===== config.mk =====
export PLATFORM = sky130hd
export DESIGN_NAME = rgb_to_yuv_converter_flat
export DESIGN_NICKNAME = d
export VERILOG_FILES = /design/src/rtl/rgb_to_yuv_converter_pkg.sv /design/src/rtl/rgb_to_yuv_converter_if.sv /design/src/rtl/rgb_yuv_pixel_calc.sv /design/src/rtl/rgb_to_yuv_converter.sv /design/src/flat_wrapper.sv
export SDC_FILE = /design/constraint.sdc
export NUM_CORES = 1
export LEC_CHECK = 0
export BUFFER_PORTS_ARGS = -buffer_cell sky130_fd_sc_hd__clkbuf_2
export CORE_ASPECT_RATIO = 0.7
export CORE_MARGIN = 4
export CORE_UTILIZATION = 55
export CTS_CLUSTER_DIAMETER = 150
export DETAILED_ROUTE_END_ITERATION = 8
export HOLD_SLACK_MARGIN = 0.12
export PLACE_DENSITY = 0.72
export SYNTH_ARGS = -nofsm -noshare
export SYNTH_HDL_FRONTEND = slang
export SYNTH_SLANG_ARGS = --single-unit

===== constraint.sdc =====
create_clock -name clk -period 18.9 [get_ports clk]
set_input_delay 0.945 -clock clk [delete_from_list [all_inputs] [get_ports clk]]
set_output_delay 0.945 -clock clk [all_outputs]
set_load 0.03 [all_outputs]

===== src/rtl/rgb_to_yuv_converter_pkg.sv =====
// Shared constants, BT.601 studio-range coefficients and state encoding
// for the planar RGB-to-YUV frame converter.
package rgb_to_yuv_converter_pkg;

  localparam int ADDR_W = 18;
  localparam int WORD_W = 16;
  localparam int ACC_W  = 18;

  localparam logic signed [ACC_W-1:0] Y_R = 18'sd66;
  localparam logic signed [ACC_W-1:0] Y_G = 18'sd129;
  localparam logic signed [ACC_W-1:0] Y_B = 18'sd25;
  localparam logic signed [ACC_W-1:0] U_R = -18'sd38;
  localparam logic signed [ACC_W-1:0] U_G = -18'sd74;
  localparam logic signed [ACC_W-1:0] U_B = 18'sd112;
  localparam logic signed [ACC_W-1:0] V_R = 18'sd112;
  localparam logic signed [ACC_W-1:0] V_G = -18'sd94;
  localparam logic signed [ACC_W-1:0] V_B = -18'sd18;

  localparam logic signed [ACC_W-1:0] Y_OFS  = 18'sd16;
  localparam logic signed [ACC_W-1:0] UV_OFS = 18'sd128;

  typedef enum logic [3:0] {
    IDLE = 4'd0,
    RD_R = 4'd1,
    RD_G = 4'd2,
    RD_B = 4'd3,
    CALC = 4'd4,
    WR_Y = 4'd5,
    WR_U = 4'd6,
    WR_V = 4'd7,
    DONE = 4'd8
  } state_t;

  typedef enum logic [1:0] {
    COMP_Y = 2'd0,
    COMP_U = 2'd1,
    COMP_V = 2'd2
  } comp_t;

endpackage


===== src/rtl/rgb_to_yuv_converter_if.sv =====
// Controller handshake and frame-memory port of the RGB-to-YUV converter.
interface rgb_to_yuv_converter_if;
  import rgb_to_yuv_converter_pkg::*;

  logic              start;
  logic [WORD_W-1:0] R_data;
  logic [ADDR_W-1:0] mem_addr;
  logic              mem_rd;
  logic              mem_wr;
  logic [WORD_W-1:0] W_data;
  logic              busy;
  logic              done;

  modport master (
    input  start, R_data,
    output mem_addr, mem_rd, mem_wr, W_data, busy, done
  );

  modport slave (
    output start, R_data,
    input  mem_addr, mem_rd, mem_wr, W_data, busy, done
  );

endinterface


===== src/rtl/rgb_yuv_pixel_calc.sv =====
// Combinational single-pixel RGB -> Y/U/V component with saturation.
// RGB2YUV_ROUND_EN selects round-to-nearest; otherwise floor truncation.
module rgb_yuv_pixel_calc
  import rgb_to_yuv_converter_pkg::*;
#(
  parameter int DATA_W = 8
) (
  input  logic [DATA_W-1:0] r,
  input  logic [DATA_W-1:0] g,
  input  logic [DATA_W-1:0] b,
  input  comp_t             sel,
  output logic [DATA_W-1:0] result
);

`ifdef RGB2YUV_ROUND_EN
  localparam logic signed [ACC_W-1:0] RND = 18'sd128;
`else
  localparam logic signed [ACC_W-1:0] RND = 18'sd0;
`endif

  localparam logic signed [ACC_W-1:0] SAT_MAX = ACC_W'((1 << DATA_W) - 1);

  function automatic logic signed [ACC_W-1:0] round_shift(input logic signed [ACC_W-1:0] acc);
    logic signed [ACC_W-1:0] t;
    t = acc + RND;
    return t >>> 8;
  endfunction

  function automatic logic [DATA_W-1:0] sat_u8(input logic signed [ACC_W-1:0] v);
    if (v[ACC_W-1])
      return '0;
    else if (v > SAT_MAX)
      return '1;
    else
      return v[DATA_W-1:0];
  endfunction

  logic signed [ACC_W-1:0] rs, gs, bs;
  logic signed [ACC_W-1:0] kr, kg, kb, ofs;
  logic signed [ACC_W-1:0] acc, scaled;

  assign rs = $signed({{(ACC_W-DATA_W){1'b0}}, r});
  assign gs = $signed({{(ACC_W-DATA_W){1'b0}}, g});
  assign bs = $signed({{(ACC_W-DATA_W){1'b0}}, b});

  always_comb begin
    kr  = Y_R;
    kg  = Y_G;
    kb  = Y_B;
    ofs = Y_OFS;
    case (sel)
      COMP_U: begin kr = U_R; kg = U_G; kb = U_B; ofs = UV_OFS; end
      COMP_V: begin kr = V_R; kg = V_G; kb = V_B; ofs = UV_OFS; end
      default: ;
    endcase
  end

  // Worst-case magnitude stays well inside 18 signed bits, so no guard bits.
  assign acc    = kr * rs + kg * gs + kb * bs;
  assign scaled = round_shift(acc) + ofs;
  assign result = sat_u8(scaled);

endmodule


===== src/rtl/rgb_to_yuv_converter.sv =====
// Frame-level planar RGB -> YUV converter: 7-state-per-pair memory sequencer
// driving two pixel calculators (odd/even). Rounding mode: RGB2YUV_ROUND_EN.
module rgb_to_yuv_converter
  import rgb_to_yuv_converter_pkg::*;
#(
  parameter int unsigned PAIRS  = 38400,
  parameter int unsigned R_BASE = 0,
  parameter int unsigned G_BASE = 38400,
  parameter int unsigned B_BASE = 76800,
  parameter int unsigned Y_BASE = 115200,
  parameter int unsigned U_BASE = 153600,
  parameter int unsigned V_BASE = 192000
) (
  input  logic                    clk,
  input  logic                    rst,
  rgb_to_yuv_converter_if.master  bus
);

  localparam logic [ADDR_W-1:0] LAST_IDX = ADDR_W'(PAIRS - 1);
  localparam logic [ADDR_W-1:0] R_ADDR   = ADDR_W'(R_BASE);
  localparam logic [ADDR_W-1:0] G_ADDR   = ADDR_W'(G_BASE);
  localparam logic [ADDR_W-1:0] B_ADDR   = ADDR_W'(B_BASE);
  localparam logic [ADDR_W-1:0] Y_ADDR   = ADDR_W'(Y_BASE);
  localparam logic [ADDR_W-1:0] U_ADDR   = ADDR_W'(U_BASE);
  localparam logic [ADDR_W-1:0] V_ADDR   = ADDR_W'(V_BASE);

  state_t            state, state_nxt;
  logic [ADDR_W-1:0] idx;
  logic [7:0]        r_odd, r_even, g_odd, g_even, b_odd, b_even;
  logic [7:0]        res_odd, res_even;
  comp_t             sel;

  always_ff @(posedge clk) begin
    if (rst) state <= IDLE;
    else     state <= state_nxt;
  end

  always_comb begin
    state_nxt = state;
    case (state)
      IDLE:    if (bus.start) state_nxt = RD_R;
      RD_R:    state_nxt = RD_G;
      RD_G:    state_nxt = RD_B;
      RD_B:    state_nxt = CALC;
      CALC:    state_nxt = WR_Y;
      WR_Y:    state_nxt = WR_U;
      WR_U:    state_nxt = WR_V;
      WR_V:    state_nxt = (idx == LAST_IDX) ? DONE : RD_R;
      DONE:    state_nxt = IDLE;
      default: state_nxt = IDLE;
    endcase
  end

  // Read data lags its address by one cycle, so each plane is captured in
  // the state after its read strobe.
  always_ff @(posedge clk) begin
    if (rst) begin
      idx    <= '0;
      r_odd  <= '0;
      r_even <= '0;
      g_odd  <= '0;
      g_even <= '0;
      b_odd  <= '0;
      b_even <= '0;
    end else begin
      case (state)
        RD_G: {r_odd, r_even} <= bus.R_data;
        RD_B: {g_odd, g_even} <= bus.R_data;
        CALC: {b_odd, b_even} <= bus.R_data;
        WR_V: if (idx != LAST_IDX) idx <= idx + 1'b1;
        DONE: idx <= '0;
        default: ;
      endcase
    end
  end

  always_comb begin
    case (state)
      WR_U:    sel = COMP_U;
      WR_V:    sel = COMP_V;
      default: sel = COMP_Y;
    endcase
  end

  rgb_yuv_pixel_calc #(.DATA_W(8)) u_calc_odd (
    .r      (r_odd),
    .g      (g_odd),
    .b      (b_odd),
    .sel    (sel),
    .result (res_odd)
  );

  rgb_yuv_pixel_calc #(.DATA_W(8)) u_calc_even (
    .r      (r_even),
    .g      (g_even),
    .b      (b_even),
    .sel    (sel),
    .result (res_even)
  );

  always_comb begin
    bus.mem_addr = '0;
    bus.mem_rd   = 1'b0;
    bus.mem_wr   = 1'b0;
    bus.W_data   = '0;
    bus.busy     = 1'b0;
    bus.done     = 1'b0;
    case (state)
      RD_R: begin bus.busy = 1'b1; bus.mem_rd = 1'b1; bus.mem_addr = R_ADDR + idx; end
      RD_G: begin bus.busy = 1'b1; bus.mem_rd = 1'b1; bus.mem_addr = G_ADDR + idx; end
      RD_B: begin bus.busy = 1'b1; bus.mem_rd = 1'b1; bus.mem_addr = B_ADDR + idx; end
      CALC: bus.busy = 1'b1;
      WR_Y: begin
        bus.busy = 1'b1; bus.mem_wr = 1'b1; bus.mem_addr = Y_ADDR + idx;
        bus.W_data = {res_odd, res_even};
      end
      WR_U: begin
        bus.busy = 1'b1; bus.mem_wr = 1'b1; bus.mem_addr = U_ADDR + idx;
        bus.W_data = {res_odd, res_even};
      end
      WR_V: begin
        bus.busy = 1'b1; bus.mem_wr = 1'b1; bus.mem_addr = V_ADDR + idx;
        bus.W_data = {res_odd, res_even};
      end
      DONE: bus.done = 1'b1;
      default: ;
    endcase
  end

endmodule


===== src/flat_wrapper.sv =====
// flat-port wrapper written by rule: the top's interface ports become plain ports
module rgb_to_yuv_converter_flat import rgb_to_yuv_converter_pkg::*;
#(
  parameter int unsigned PAIRS  = 38400,
  parameter int unsigned R_BASE = 0,
  parameter int unsigned G_BASE = 38400,
  parameter int unsigned B_BASE = 76800,
  parameter int unsigned Y_BASE = 115200,
  parameter int unsigned U_BASE = 153600,
  parameter int unsigned V_BASE = 192000
)
  (clk, rst, bus_start, bus_R_data, bus_mem_addr, bus_mem_rd, bus_mem_wr, bus_W_data, bus_busy, bus_done);
  rgb_to_yuv_converter_if bus_i ();
  input  logic clk;
  input  logic rst;
  input wire logic [$bits(bus_i.start)-1:0] bus_start;
  input wire logic [$bits(bus_i.R_data)-1:0] bus_R_data;
  output wire logic [$bits(bus_i.mem_addr)-1:0] bus_mem_addr;
  output wire logic [$bits(bus_i.mem_rd)-1:0] bus_mem_rd;
  output wire logic [$bits(bus_i.mem_wr)-1:0] bus_mem_wr;
  output wire logic [$bits(bus_i.W_data)-1:0] bus_W_data;
  output wire logic [$bits(bus_i.busy)-1:0] bus_busy;
  output wire logic [$bits(bus_i.done)-1:0] bus_done;
  assign bus_i.start = bus_start;
  assign bus_i.R_data = bus_R_data;
  assign bus_mem_addr = bus_i.mem_addr;
  assign bus_mem_rd = bus_i.mem_rd;
  assign bus_mem_wr = bus_i.mem_wr;
  assign bus_W_data = bus_i.W_data;
  assign bus_busy = bus_i.busy;
  assign bus_done = bus_i.done;
  rgb_to_yuv_converter #(.PAIRS(PAIRS), .R_BASE(R_BASE), .G_BASE(G_BASE), .B_BASE(B_BASE), .Y_BASE(Y_BASE), .U_BASE(U_BASE), .V_BASE(V_BASE)) u_core (.clk(clk), .rst(rst), .bus(bus_i));
endmodule

==> summary.md, run 1 <==
| Metric | Value |
|---|---|
| Worst-path clk slew | 60 ps |
| Switching power | 0.139 mW |
| R2r endpoint | u_core.idx[14]$_SDFFE_PP0P_ |
| R2R setup slack | 16010 ps |
| Max capacitance violation total | 0 |
| Number of cells produced by synthesis | 2011 |
| Met3 routed WL | 4000 um |
| Wire per inst | 17.9 um |
| Die height | 160 um |
| Register share of total power | 35.8% |
| Clock share of power | 43.4% |
| Critical Path AT | 10380 ps |
| Tmin final | 11330 ps |
| Layout Nets | 2645 |
| Post-synthesis sequential area ratio | 7.74% |
| Critical path startpoint category | register |
| Largest net degree at the start of global routing | 71 |
| H-Tree Depth | 3 |
| Req. time, crit path | 17950 ps |
| Critical Path End Type | primary output |
| Worst R2R Path Depth | 7 |
| RSZ-0062 raised after global routing | false |
| Die area | 35900 um^2 |
| Via count | 12989 |
| VDD IR max | 0.0000472 V |
| Top sig layer | met4 |
| Met1 wire length | 21200 um |
| DRC viols | 0 |
| P_leak | 10.4 nW |
| GR Overflow Total | 0 |
| Cell Area, Synth | 18100 um^2 |
| Worst Setup EP | bus_W_data[4] |
| Hold WC Path Type | register to register |
| # resized after CTS | 0 |
| HPWL after DPL | 38200 um |
| Clk_lat worst skew | 360 ps |
| Critical-path top delay cell | dfxtp_1 |
| Clk buf depth | 2 |
| Layout cells sized above 1 | 5.19% |
| TritonCTS clock tree | done |
| Final Hold Viols | 0 |
| Slew Limit Fails | 0 |
| Core Rows | 55 |
| CTS buffer count | 9 |
| Combinational Power Share | 20.8% |
| Endpoints failing setup | 0 |
| Int Pwr | 0.305 mW |
| Setup tns final | 0 ps |
| Reg2reg start | u_core.state[1]$_SDFFE_PP0P_ |
| Critical path class | register to primary output |
| First-pass GRT wire length | 74100 um |
| Sw Ratio | 31.4% |
| Async S/R FF share, synth | 0% |
| Port buffer count | 56 |
| Ys Warns | 0 |
| CP max stage delay | 750 ps |
| Slew headroom | 30.4% |
| Routed WL | 44300 um |
| Critical path origin | u_core.state[1]$_SDFFE_PP0P_ |
| CTS Hold Bufs | 0 |
| Tcrit/Tclk final | 59.9% |
| Avg Inst Size Synth | 9.00 um^2 |
| Initial antenna violation count | 2 |
| Skew final | 4.77 ps |
| Result of the run | completed |
| Total power | 0.445 mW |
| Main synth FF type | dfxtp_1 |
| Vias in the first global route | 13785 |
| Crit Path Max Fanout | 70 |
| GRT Total Usage | 26.2% |
| Yosys reg bits | 70 |
| EDFF count, synth | 0 |
| ANT nets after route | 0 |
| Area Overhead vs Synth | 5.66% |
| Sink Count | 70 |
| Met2 wire length | 18600 um |
| Worst slew pin tran | 1040 ps |
| Core Area | 32300 um^2 |
| Achievable frequency | 88.3 MHz |
| Setup Buffers After CTS | 0 |
| I/O Pins | 57 |
| RD Place Congestion | 0.948 |
| Drt initial violations | 1052 |
| Die extent in x | 225 um |
| Power Density | 23.3 nW/um^2 |
| Clock Root Buffer | clkbuf_16 |
| Initial core utilization | 55.9% |
| Distinct cells, synth | 68 |
| DR pass1 iterations | 5 |
| DR vias/cell | 5.25 |
[registers in the layout, summed over array words and instances (netlist names)]
signal and cells:
u_core.r_even 8, u_core.idx 18, u_core.state 4, u_core.b_even 8, u_core.g_odd 8, u_core.r_odd 8, u_core.b_odd 8, u_core.g_even 8
[routing by layer]
layer | up-vias | global-route usage [%]
li1 | 6056 | -
met3 | 36 | 6.03
met2 | 479 | 36.8
met5 | - | 0
met1 | 6418 | 42.3
met4 | 0 | 3.17
[cell usage after synthesis, types with 9 or more instances]
library cell	number	area [um^2]
nor2b_1	60	375
xor2_1	30	263
clkbuf_1	44	165
nor2_1	56	210
nand2_1	209	785
and2_1	58	363
and3_1	9	56.3
nor3_1	13	65.1
nand2b_1	12	75.1
inv_1	559	2100
nand3_1	13	65.1
a31oi_1	21	131
fa_1	359	7190
a21oi_1	75	375
ha_1	228	2850
o21ai_0	18	90.1
a21o_1	23	173
dfxtp_1	70	1400
xnor2_1	64	561
[power by group through the flow]
stage	Clock, mW	Combinational (mW)	Sequential (mW)
after floorplan	0	0.0678	0.157
after global placement	0	0.0887	0.162
after detailed placement	0	0.0916	0.162
after CTS	0.194	0.0925	0.159
after global routing	0.200	0.106	0.160
final	0.193	0.0926	0.159
[worst min path at each step]
stage	startpoint	end	cells past startpoint
global route	u_core.idx[1]$_SDFFE_PP0P_	u_core.idx[1]$_SDFFE_PP0P_	2
global placement	u_core.b_even[2]$_SDFFE_PP0P_	u_core.b_even[2]$_SDFFE_PP0P_	2
CTS	u_core.idx[1]$_SDFFE_PP0P_	u_core.idx[1]$_SDFFE_PP0P_	2
floorplan	u_core.b_even[2]$_SDFFE_PP0P_	u_core.b_even[2]$_SDFFE_PP0P_	2
finish	u_core.idx[1]$_SDFFE_PP0P_	u_core.idx[1]$_SDFFE_PP0P_	2
detailed placement	u_core.idx[1]$_SDFFE_PP0P_	u_core.idx[1]$_SDFFE_PP0P_	2
[cells in the final DEF, fill, tap and decap left out, types with 6 or more instances in the layout]
cell,count
a21o_1,23
a21oi_1,75
a31oi_1,21
and2_1,58
and3_1,9
buf_4,6
clkbuf_16,9
clkbuf_2,56
conb_1,6
dfxtp_1,70
fa_1,359
ha_1,227
inv_1,559
nand2_1,209
nand2b_1,12
nand3_1,13
nand4_1,6
nor2_1,56
nor2b_1,60
nor3_1,13
o21ai_0,18
xnor2_1,64
xor2_1,30
[cell type report]
type	instances	area (um^2)
timing repair buffer	62	325
sequential	70	1400
multi-input combinational	1335	14400
inverter	561	2110
clock buffer	10	239
fill	2879	13200
antenna	1	2.50
clock inverter	6	91.3
tap	427	534
[cells by family (layout without fill, tap and decap cells)]
logic type      Yosys count  in the layout  share of synthesized area [%]
buf+inv                 610            639                           12.7
fa+ha+maj               587            587                           55.5
simple gates            459            459                           12.3
compound gates          184            184                           6.81
xor+xnor                 96             96                           4.73
flops                    70             70                           7.74
mux                       3              3                          0.263
other cells               2              7                         0.0415
[critical path, delay by kind of cell, from the launching register on]
family	cells	cell delay (ps)
flip-flops	1	750
AND/OR/NAND/NOR	9	2080
buffers and inverters	7	1670
adder cells (fa/ha/maj)	11	4280
AO/OA/AOI/OAI	6	1080
XOR/XNOR	1	120
[stage by stage]
| step | std cells | area (um^2) | setup WS (ps) | hold slack, ps | utilization [%] |
|---|---|---|---|---|---|
| finish | 2472 | 19100 | 7570 | 511 | 59.1 |
| global route | 2472 | 19100 | 6940 | 550 | 59.1 |
| CTS | 2471 | 19100 | 7650 | 511 | 59.1 |
| detailed placement | 2455 | 18800 | 8090 | 503 | 58.1 |
| global placement | 2455 | 18800 | 8460 | 495 | 58.1 |
| floorplan | 2015 | 18100 | 9050 | 465 | - |
(Power assumes the default switching activity.)
==> run 2: changes to the inputs <==
Clock period 18.9 ns to 10.96 ns, I/O delays scaled along.
==> run 2 against run 1 <==
Via count barely moved. Utilization about the same. Sequential share of layout area is essentially flat. Total power is 65% higher. Design area about the same. Worst hold slack lost 54 ps. Sequential power is 73% higher. Non-clock buffer count grew 2. Global-route usage is essentially flat. Critical endpoint is now bus_W_data[7]. Die area unchanged. Register-to-register slack got worse by 7900 ps.
==> summary.md, run 2 (synthesis results as in run 1) <==
| Metric | Value |
|---|---|
| I/O Pins | 57 (unchanged) |
| RD Place Congestion | 0.951 (+0.27%) |
| Critical Path AT | 9780 ps (-600 ps) |
| R2R setup slack | 8090 ps (-7920 ps) |
| Routed WL | 44400 um (+0.17%) |
| Initial core utilization | 55.9% (unchanged) |
| P_leak | 10.4 nW (-0.12%) |
| Setup Buffers After CTS | 0 (unchanged) |
| Critical-path top delay cell | dfxtp_1 |
| Clk_lat worst skew | 350 ps (about the same) |
| Layout Nets | 2647 (+0.076%) |
| Switching power | 0.233 mW (+67%) |
| GRT Total Usage | 26.2% (about the same) |
| ANT nets after route | 0 (unchanged) |
| Critical Path End Type | primary output |
| Drt initial violations | 1213 (+15%) |
| Clock Root Buffer | clkbuf_16 |
| Setup tns final | 0 ps (unchanged) |
| Slew Limit Fails | 0 (unchanged) |
| Hold WC Path Type | input pin to register |
| Leading cell type in the layout, fill and taps excluded | inv_1 |
| Final Worst Setup Slack | 633 ps (-6940 ps) |
| DR vias/cell | 5.25 (about the same) |
| Sw Ratio | 31.8% (+0.38 points) |
| CTS buffer count | 9 (unchanged) |
| Register area | 1400 um^2 (unchanged) |
| Wire per inst | 17.9 um (+0.13%) |
| Layout fillers | 2839 (-1.4%) |
| Place WS | 877 ps (-7210 ps) |
| Power Density | 38.3 nW/um^2 (+65%) |
| Via count | 12982 (-0.054%) |
| Layout cells sized above 1 | 5.38% (+0.19 points) |
| VDD IR max | 0.0000575 V (+22%) |
| GR Overflow Total | 0 (unchanged) |
| Tmin final | 10330 ps |
| DRC viols | 0 (unchanged) |
| Max FFs per register | 18 (unchanged) |
| Total power | 0.733 mW (+65%) |
| Die extent in x | 225 um (unchanged) |
| Core Rows | 55 (unchanged) |
| Die height | 160 um (unchanged) |
| Busiest grt layer | met1 |
| First-pass GRT wire length | 74200 um (+0.12%) |
| Endpoints failing setup | 0 (unchanged) |
| HPWL after DPL | 39000 um (+2.1%) |
| Reg with most FFs | u_core.idx |
| Met1 GRT Util | 44.4% (+2.2 points) |
| Critical path startpoint category | register |
| R2r endpoint | u_core.idx[14]$_SDFFE_PP0P_ |
| Footprint of the multi-input gates | 14400 um^2 (about the same) |
| Tcrit/Tclk final | 94.2% |
| # resized after CTS | 0 (unchanged) |
| Max capacitance violation total | 0 (unchanged) |
| Clock share of power | 40.7% (-2.7 points) |
| DR pass1 iterations | 5 (unchanged) |
| H-Tree Depth | 3 (unchanged) |
| Req. time, crit path | 10410 ps (-7540 ps) |
| CP max stage delay | 770 ps (+20 ps) |
| Most frequent cells in the layout | inv_1 (559), fa_1 (359), ha_1 (225) |
| Worst Setup EP | bus_W_data[7] |
| Worst R2R Path Depth | 7 (unchanged) |
| Largest net degree at the start of global routing | 56 (-21%) |
| Clk buf depth | 2 (unchanged) |
| Worst path most repeated cell | fa_1 |
| Reg2reg start | u_core.state[1]$_SDFFE_PP0P_ |
| Achievable frequency | 96.8 MHz |
| Core Area | 32300 um^2 (unchanged) |
| Die area | 35900 um^2 (unchanged) |
| CTS Hold Bufs | 0 (unchanged) |
| Vias in the first global route | 13416 (-2.7%) |
| GR Util met2 | 35.4% (-1.4 points) |
| Final Hold Viols | 0 (unchanged) |
| End-of-flow core utilization | 59.1% (about the same) |
| Int Pwr | 0.500 mW (+64%) |
| Result of the run | completed |
| Combinational Power Share | 21.8% (+1.0 points) |
| Slew headroom | 29.1% (-1.3 points) |
| Critical path origin | u_core.state[1]$_SDFFE_PP0P_ |
| Sink Count | 70 (unchanged) |
| Initial antenna violation count | 1 (-1) |
| Worst slew pin tran | 1060 ps (+18.8 ps) |
| TritonCTS clock tree | done |
| Port buffer count | 56 (unchanged) |
| Crit Path Max Fanout | 55 (-21%) |
| Critical path class | register to primary output |
| RSZ-0062 raised after global routing | false |
| Worst-path clk slew | 60 ps (about the same) |
| Hold slack | 457 ps (-53.9 ps) |
| Area Overhead vs Synth | 5.68% (about the same) |
| Met3 GRT Util | 4.92% (-1.1 points) |
| Skew final | 4.42 ps (-0.347 ps) |
| Register share of total power | 37.5% (+1.7 points) |
run 2: layout make-up:
cell class              instances  share of cell area (%)
clock buffers                  10                    1.25
well taps                     427                    2.79
inverters                     561                    11.0
multi-input cells            1335                    75.4
repair buffers                 64                    1.85
diodes                          1                  0.0131
clock inverters                 5                   0.308
flip-flops and latches         70                    7.33
run 2: worst min-delay path by stage:
stage                                   from                             to  slack (ps)  cells past startpoint
2_1_floorplan  u_core.b_even[2]$_SDFFE_PP0P_  u_core.b_even[2]$_SDFFE_PP0P_         470                      2
3_3_place_gp    u_core.b_odd[2]$_SDFFE_PP0P_   u_core.b_odd[2]$_SDFFE_PP0P_         500                      2
3_5_place_dp   u_core.b_even[2]$_SDFFE_PP0P_  u_core.b_even[2]$_SDFFE_PP0P_         510                      2
4_1_cts                        bus_R_data[0]  u_core.r_even[0]$_SDFFE_PP0P_         440                      3
5_1_grt                        bus_R_data[0]  u_core.r_even[0]$_SDFFE_PP0P_         460                      3
6_report                       bus_R_data[0]  u_core.r_even[0]$_SDFFE_PP0P_         460                      3
run 2: layer usage:
metal	wire (um)	vias up
met5	0	-
met4	313	0
met3	3660	27
met2	18100	471
met1	22300	6426
li1	-	6058
run 2: through the flow:
stage / instance area [um^2] / std cells
2_1_floorplan: 18100 / 2015
3_3_place_gp: 18800 / 2457
3_5_place_dp: 18800 / 2457
4_1_cts: 19100 / 2472
5_1_grt: 19100 / 2473
6_report: 19100 / 2473
run 2: worst max-delay path, delay by kind of cell (launching register included):
| kind | cells | cell delay [ps] |
|---|---|---|
| AOI/OAI and AO/OA | 7 | 1240 |
| buffers and inverters | 6 | 750 |
| and+or+nand+nor | 9 | 1990 |
| xor gates and xnor gates | 1 | 110 |
| DFF | 1 | 770 |
| adders and majority gates | 11 | 4530 |
run 2: power by group through the flow:
stage               Sequential, mW  Clock [mW]  Combinational [mW]
finish                       0.275       0.299               0.159
global route                 0.276       0.312               0.183
CTS                          0.274       0.304               0.159
detailed placement           0.280           0               0.158
global placement             0.279           0               0.155
floorplan                    0.271           0               0.117
